**src/rtl/kgp_trace_buffer_pkg.sv**
```systemverilog
// Shared types and constants for the KGP-RISC trace capture unit:
// FSM state encodings, capture modes and the field layout of one trace entry.
package kgp_trace_buffer_pkg;

    typedef enum logic [2:0] {
        S_IDLE    = 3'd0,
        S_ARMED   = 3'd1,
        S_CAPTURE = 3'd2,
        S_POST    = 3'd3,
        S_DONE    = 3'd4
    } state_e;

    localparam logic MODE_LINEAR = 1'b0;
    localparam logic MODE_RING   = 1'b1;

    // Word offsets (in units of W) of each field inside a stored entry.
    localparam int OFF_PC    = 0;
    localparam int OFF_NPC   = 1;
    localparam int OFF_INSTR = 2;
    localparam int OFF_ALU   = 3;
    localparam int N_FIELDS  = 4;

endpackage

```
**src/rtl/kgp_trace_buffer_ram.sv**
```systemverilog
// Trace storage: DEPTH entries, one synchronous write port and one
// asynchronous read port. Contents are not reset.
module kgp_trace_buffer_ram #(
    parameter int DW    = 128,
    parameter int DEPTH = 16,
    parameter int AW    = 4
) (
    input  logic          clk,
    input  logic          we_i,
    input  logic [AW-1:0] waddr_i,
    input  logic [DW-1:0] wdata_i,
    input  logic [AW-1:0] raddr_i,
    output logic [DW-1:0] rdata_o
);

    logic [DW-1:0] mem [DEPTH];

    always_ff @(posedge clk) begin
        if (we_i) mem[waddr_i] <= wdata_i;
    end

    assign rdata_o = mem[raddr_i];

endmodule

```
**src/rtl/kgp_trace_buffer.sv**
```systemverilog
// Execution-trace capture for KGP-RISC: linear/ring capture, PC trigger with
// post-trigger count, and a first-word-fall-through valid/ready drain port.
module kgp_trace_buffer
    import kgp_trace_buffer_pkg::*;
#(
    parameter int W        = 32,
    parameter int DEPTH    = 16,
    parameter int POST_CNT = 8
) (
    input  logic                       clk,
    input  logic                       rst,
    input  logic                       start,
    input  logic                       stop,
    input  logic                       mode,
    input  logic                       trig_en,
    input  logic [W-1:0]               trig_pc,
    input  logic                       step,
    input  logic [W-1:0]               pc,
    input  logic [W-1:0]               new_pc,
    input  logic [W-1:0]               instruction,
    input  logic [W-1:0]               aluresult,
    output logic                       rd_valid,
    input  logic                       rd_ready,
    output logic [W-1:0]               rd_pc,
    output logic [W-1:0]               rd_new_pc,
    output logic [W-1:0]               rd_instr,
    output logic [W-1:0]               rd_alu,
    output logic [$clog2(DEPTH+1)-1:0] count,
    output logic                       overflow,
    output logic                       triggered,
    output logic                       busy,
    output logic [2:0]                 dbg_state_o
);

    localparam int AW = $clog2(DEPTH);
    localparam int CW = $clog2(DEPTH+1);
    localparam int DW = N_FIELDS * W;
    localparam logic [CW-1:0] FULL     = CW'(DEPTH);
    localparam logic [CW-1:0] ALMOST   = CW'(DEPTH - 1);
    localparam logic [CW-1:0] POST_LD  = CW'(POST_CNT);

    // Read port handshake: an entry is offered only in DONE with count!=0;
    // rd_valid && rd_ready at a posedge pops it (rd_ptr++, count--).
    state_e          state_q, state_d;
    logic [AW-1:0]   wr_ptr_q, wr_ptr_d, rd_ptr_q, rd_ptr_d;
    logic [CW-1:0]   count_q, count_d, post_q, post_d;
    logic            overflow_q, overflow_d, triggered_q, triggered_d;
    logic            mode_q, mode_d;
    logic [W-1:0]    trig_pc_q, trig_pc_d;
    logic [DEPTH-1:0] vld_q;
    logic            we, full, capturing, trig_hit;
    logic [DW-1:0]   wdata, rdata;

    assign full      = (count_q == FULL);
    assign capturing = (state_q == S_ARMED) || (state_q == S_CAPTURE) || (state_q == S_POST);
    assign trig_hit  = step && (pc == trig_pc_q);
    assign wdata     = {aluresult, instruction, new_pc, pc};

    always_comb begin
        state_d     = state_q;
        wr_ptr_d    = wr_ptr_q;
        rd_ptr_d    = rd_ptr_q;
        count_d     = count_q;
        post_d      = post_q;
        overflow_d  = overflow_q;
        triggered_d = triggered_q;
        mode_d      = mode_q;
        trig_pc_d   = trig_pc_q;
        we          = 1'b0;
        if (start) begin
            state_d     = trig_en ? S_ARMED : S_CAPTURE;
            wr_ptr_d    = '0;
            rd_ptr_d    = '0;
            count_d     = '0;
            post_d      = '0;
            overflow_d  = 1'b0;
            triggered_d = 1'b0;
            mode_d      = mode;
            trig_pc_d   = trig_pc;
        end else begin
            if (capturing && step) begin
                we       = 1'b1;
                wr_ptr_d = wr_ptr_q + AW'(1);
                if (full) begin
                    rd_ptr_d   = rd_ptr_q + AW'(1);
                    overflow_d = 1'b1;
                end else begin
                    count_d = count_q + CW'(1);
                end
            end
            unique case (state_q)
                S_ARMED: begin
                    if (trig_hit) begin
                        triggered_d = 1'b1;
                        post_d      = POST_LD;
                        state_d     = (POST_CNT == 0) ? S_DONE : S_POST;
                    end else if (stop) begin
                        state_d = S_DONE;
                    end
                end
                S_CAPTURE: begin
                    if ((step && mode_q == MODE_LINEAR && count_q == ALMOST) || stop)
                        state_d = S_DONE;
                end
                S_POST: begin
                    if (step) post_d = post_q - CW'(1);
                    if ((step && post_q == CW'(1)) || stop) state_d = S_DONE;
                end
                S_DONE: begin
                    if (count_q != '0 && rd_ready) begin
                        rd_ptr_d = rd_ptr_q + AW'(1);
                        count_d  = count_q - CW'(1);
                    end
                end
                default: ;
            endcase
        end
    end

    always_ff @(posedge clk) begin
        if (!rst) begin
            state_q     <= S_IDLE;
            wr_ptr_q    <= '0;
            rd_ptr_q    <= '0;
            count_q     <= '0;
            post_q      <= '0;
            overflow_q  <= 1'b0;
            triggered_q <= 1'b0;
            mode_q      <= MODE_LINEAR;
            trig_pc_q   <= '0;
            vld_q       <= '0;
        end else begin
            state_q     <= state_d;
            wr_ptr_q    <= wr_ptr_d;
            rd_ptr_q    <= rd_ptr_d;
            count_q     <= count_d;
            post_q      <= post_d;
            overflow_q  <= overflow_d;
            triggered_q <= triggered_d;
            mode_q      <= mode_d;
            trig_pc_q   <= trig_pc_d;
            if (we) vld_q[wr_ptr_q] <= 1'b1;
        end
    end

    kgp_trace_buffer_ram #(.DW(DW), .DEPTH(DEPTH), .AW(AW)) u_ram (
        .clk     (clk),
        .we_i    (we),
        .waddr_i (wr_ptr_q),
        .wdata_i (wdata),
        .raddr_i (rd_ptr_q),
        .rdata_o (rdata)
    );

    // Slots never written since reset read as zero so the port is defined out of reset.
    always_comb begin
        rd_pc     = '0;
        rd_new_pc = '0;
        rd_instr  = '0;
        rd_alu    = '0;
        if (vld_q[rd_ptr_q]) begin
            rd_pc     = rdata[OFF_PC*W    +: W];
            rd_new_pc = rdata[OFF_NPC*W   +: W];
            rd_instr  = rdata[OFF_INSTR*W +: W];
            rd_alu    = rdata[OFF_ALU*W   +: W];
        end
    end

    assign rd_valid    = (state_q == S_DONE) && (count_q != '0);
    assign count       = count_q;
    assign overflow    = overflow_q;
    assign triggered   = triggered_q;
    assign busy        = capturing;
    assign dbg_state_o = state_q;

endmodule

```
**config.mk**
```make
export PLATFORM = sky130hd
export DESIGN_NAME = kgp_trace_buffer
export DESIGN_NICKNAME = d
export VERILOG_FILES = /design/src/rtl/kgp_trace_buffer_pkg.sv /design/src/rtl/kgp_trace_buffer_ram.sv /design/src/rtl/kgp_trace_buffer.sv
export SDC_FILE = /design/constraint.sdc
export NUM_CORES = 2
export LEC_CHECK = 0
export BUFFER_PORTS_ARGS = -buffer_cell sky130_fd_sc_hd__buf_2
export CAP_MARGIN = 40
export CORE_MARGIN = 5
export CORE_UTILIZATION = 30
export CTS_CLUSTER_DIAMETER = 60
export DETAILED_ROUTE_END_ITERATION = 10
export HOLD_SLACK_MARGIN = 0.1
export SYNTH_ARGS = -nofsm -noshare
export SYNTH_HDL_FRONTEND = slang
export SYNTH_SLANG_ARGS = --single-unit
```
**constraint.sdc**
```tcl
create_clock -name clk -period 18.25 [get_ports clk]
set_input_delay 0 -clock clk [delete_from_list [all_inputs] [get_ports clk]]
set_output_delay 0 -clock clk [all_outputs]
set_load 0.02 [all_outputs]
```
==> results by stage <==
Outcome:
- The run finished with clean final reports.

Final layout:
- The area growth from synthesis to layout is 22.1%.
- Measured on the finished design, the core utilization comes to 36.7%.
- The net count of the finished layout is 4400.
- The layout cell share with drive strength beyond 1 is 31.9%.
- The library cell used most frequently in the layout, excluding fill and tap cells, is edfxtp_1.
- The count of cells in the finished layout, fillers not included, comes to 7969.
- In the layout the commonest cells are edfxtp_1 (2048), mux4_2 (644), dlygate4sd3_1 (405), buf_2 (307), clkbuf_16 (229).

Worst hold path:
- The type of the most critical hold path is input pin to flip-flop.
- In this run the most critical hold path is launched from instruction[7].

CTS:
- Counting along the longest clock path gives a buffer depth of 4.
- The clock tree root driver cell is clkbuf_16.
- The number of clock sinks is 2120.
- The clock reaches the later pin of the worst-skew pair after 870 ps.
- Clock-pin slew was measured on the worst setup and hold paths at 60 ps.
- In this run the number of H-tree levels came out at 4.
- In this run, CTS created clock tree buffers numbering 225.
- TritonCTS built the clock tree.

Floorplanning:
- The I/O pin count is 308.
- The floorplan row count is 191.
- For this configuration, the core starts out at a cell density of 30.1%.
- The horizontal die dimension is 530 um.
- The die boundary height is 530 um.
- The placeable core region is 270000 um^2.
- The die footprint is 281000 um^2.

Synth:
- After synthesis the cells add up to 81200 um^2.
- Of the synthesized area, sequential elements account for 77.5%.
- The average instance in the mapped netlist occupies 24.2 um^2.
- The number of flops mapped to enable cells by yosys is 2048.
- In this run, distinct cell masters in the synthesized netlist total 47.
- Yosys printed 0 warnings.
- After synthesis the netlist holds a flip-flop and latch count of 2120.
- The most used flip-flop cell after synthesis is edfxtp_1.
- In the synthesized netlist, the number of instances is 3356.
- In the synthesized netlist the async set-or-reset flop fraction comes to 0%.
- The largest area contributor in the netlist is edfxtp_1.
- Ranked by total cell area, the synthesized netlist is headed by edfxtp_1 (76%), mux4_2 (18%), dfxtp_1 (1.8%).
- The area share of the largest cell type after synthesis is 75.7%.
- Synthesis produced a netlist with a net count of 3535.

Setup path:
- Measured in cells, the most critical reg-to-reg path has a length of 7.
- The termination of the worst setup path is rd_alu[29].
- The flop-to-flop setup slack is 13870 ps.
- STA classifies the critical path startpoint as a flip-flop.
- For the worst setup path, the data required time is 18250 ps.
- The data arrival at the endpoint of the critical path is 5860 ps.
- In this run the worst setup path begins at rd_ptr_q[0]$_SDFF_PP0_.
- The worst flop-to-flop path endpoint is u_ram.mem[13][46]$_DFFE_PP_.
- The element type at the critical path end is an output pin.
- The worst setup path is of the flip-flop to output pin kind.
- In this run the worst path has a maximum fanout of 42.
- The launch point of the worst reg-to-reg path is dbg_state_o[0]$_SDFFE_PN0P_.

Timing:
- Hold timing on the final database bottoms out at a slack of 162 ps.
- The setup skew after layout is 80.8 ps.
- The count of final hold-check violations is 0.
- Summed over all failing endpoints, the final setup total negative slack is 0 ps.
- Headroom to the max-slew limit came out at 24.5%.
- Setup repair after global routing left no endpoint under its margin.
- Counting I/O delays and the setup requirement, the final critical path takes 5860 ps.
- Setup violations remaining at the end of the flow were counted as 0.
- The max-slew violation total from the final report is 0.
- The actual transition at the worst max-transition pin is 1130 ps.
- The final critical-path share of the clock period is 32.1%.
- Timing would allow up to 0.171 GHz.

Job:
- Across the run, the number of max-cap violations was 0.

Placed design:
- Once placement completed, the tool counted placed cells totaling 7159.
- The count of port buffers added during placement is 307.
- The placer's final routability congestion estimate is 0.715.
- The post-DP HPWL is 110 mm.

Routing:
- The overall via count from detail_route is 39200.
- The number of DRC violations after detailed-routing iteration 0 is 3952.
- The post-detailed-routing wire length is 209 mm.
- The per-cell via count in the routed design is 4.93.
- The post-detailed-route DRC marker count is 0.
- The post-detailed-route count of antenna-violating nets is 0.
- The detail-routed net length per standard cell is 26.2 um.
- The first-pass detailed-route iteration total is 7.

Power and ir drop:
- In this run the power density over the cells is 103 nW/um^2.
- The static leakage is 30.7 nW.
- The total chip power is 10.2 mW.
- VDD sags by at most 0.0691 mV.

Global routing:
- The number of global-route vias before repair is 41700.
- The pin count of the biggest net entering global routing is 149.
- The overall overflow remaining after global route is 0.
- The number of antenna violations at the first check in global routing is 30.
- For this run, the total global-route usage over all layers was measured as 14.6%.
- The first global-routing pass estimated 300 mm of wire.
per-layer routing:
layer,part of all wire [%],up-vias,GRT usage (%)
met2,47,1478,23.2
met3,6.3,322,2.92
met4,2.5,10,3.79
li1,-,16100,-
met1,44,21300,20.7
met5,0.033,-,0
flip-flops by register name, indices dropped and copies added (netlist names):
| signal | cells |
|---|---|
| overflow | 1 |
| u_ram.mem | 2048 |
| vld_q | 16 |
| wr_ptr_q | 4 |
| count | 5 |
| post_q | 5 |
| dbg_state_o | 3 |
| rd_ptr_q | 4 |
| mode_q | 1 |
| triggered | 1 |
| trig_pc_q | 32 |
layout make-up:
cell class                 instances  area (um^2)
fill                           24500       171000
sequential                      2120        63000
antenna                            6         15.0
clock inverter                   142         1530
multi-input combinational       1047        17200
inverter                          14         52.6
timing repair buffer             813         7030
clock buffer                     257         5850
tap                             3570         4470
power breakdown:
| group | internal, mW | total (mW) | switching (mW) |
|---|---|---|---|
| combinational | 0.117 | 0.273 | 0.156 |
| clock | 2.69 | 4.58 | 1.88 |
| sequential | 5.35 | 5.35 | 0.00723 |
cell families (layout without fill, tap and decap cells):
family,after synthesis,in the layout,share of synthesized area (%)
muxes,680,680,18.3
adders and majority gates,11,11,0.169
AOI/OAI and AO/OA,48,48,0.411
buffers and inverters,189,1226,1.37
xor gates and xnor gates,39,39,0.421
DFF,2120,2120,77.5
and+or+nand+nor,269,269,1.82
other,0,6,0
cell usage after synthesis, drive strengths merged, types with 2 or more instances:
master and number:
edfxtp 2048, mux4 644, nor2b 129, buf 90
clkbuf 85, dfxtp 72, nor2 66, mux2i 35
xnor2 33, nand2 18, o21a 15, inv 14
and2 13, a21oi 11, ha 11, nand4 9
nor3 8, xor2 6, and3 5, a31oi 4
nand2b 4, nor4 4, nand3 3, nor3b 3
o21ai 3, a211oi 2, a21o 2, and4 2
nand3b 2, o211ai 2
through the flow:
step / setup slack [ps] / area (um^2)
after global placement: 12090 / 86900
after CTS: 12090 / 99100
after floorplan: 7540 / 81200
final: 12390 / 99100
after global routing: 11860 / 99100
after detailed placement: 13120 / 87700
critical path, stage by stage (launching register included):
cell     delay, ps
dfxtp_4        820
buf_4          480
buf_16         290
buf_4          380
buf_16         280
buf_4          200
buf_16         280
buf_4          320
buf_16         320
mux4_2         560
mux4_2         480
nor2b_1        190
buf_2          210
worst min path at each step:
stage | end | slack (ps) | cells after the start
floorplan | u_ram.mem[0][0]$_DFFE_PP_ | 100 | 0
global placement | trig_pc_q[6]$_SDFFE_PN0P_ | 230 | 3
detailed placement | trig_pc_q[13]$_SDFFE_PN0P_ | 240 | 3
CTS | u_ram.mem[7][24]$_DFFE_PP_ | 100 | 2
global route | u_ram.mem[7][71]$_DFFE_PP_ | 130 | 2
finish | u_ram.mem[15][71]$_DFFE_PP_ | 160 | 2
repair_timing:
item | 4_1_cts | 5_1_grt
gates resized for setup | 0 | 0
hold endpoints to repair | 2127 | 0
hold buffers | 405 | 0
setup buffers | 0 | 0
Note: power is estimated with default switching activity, not from simulation.
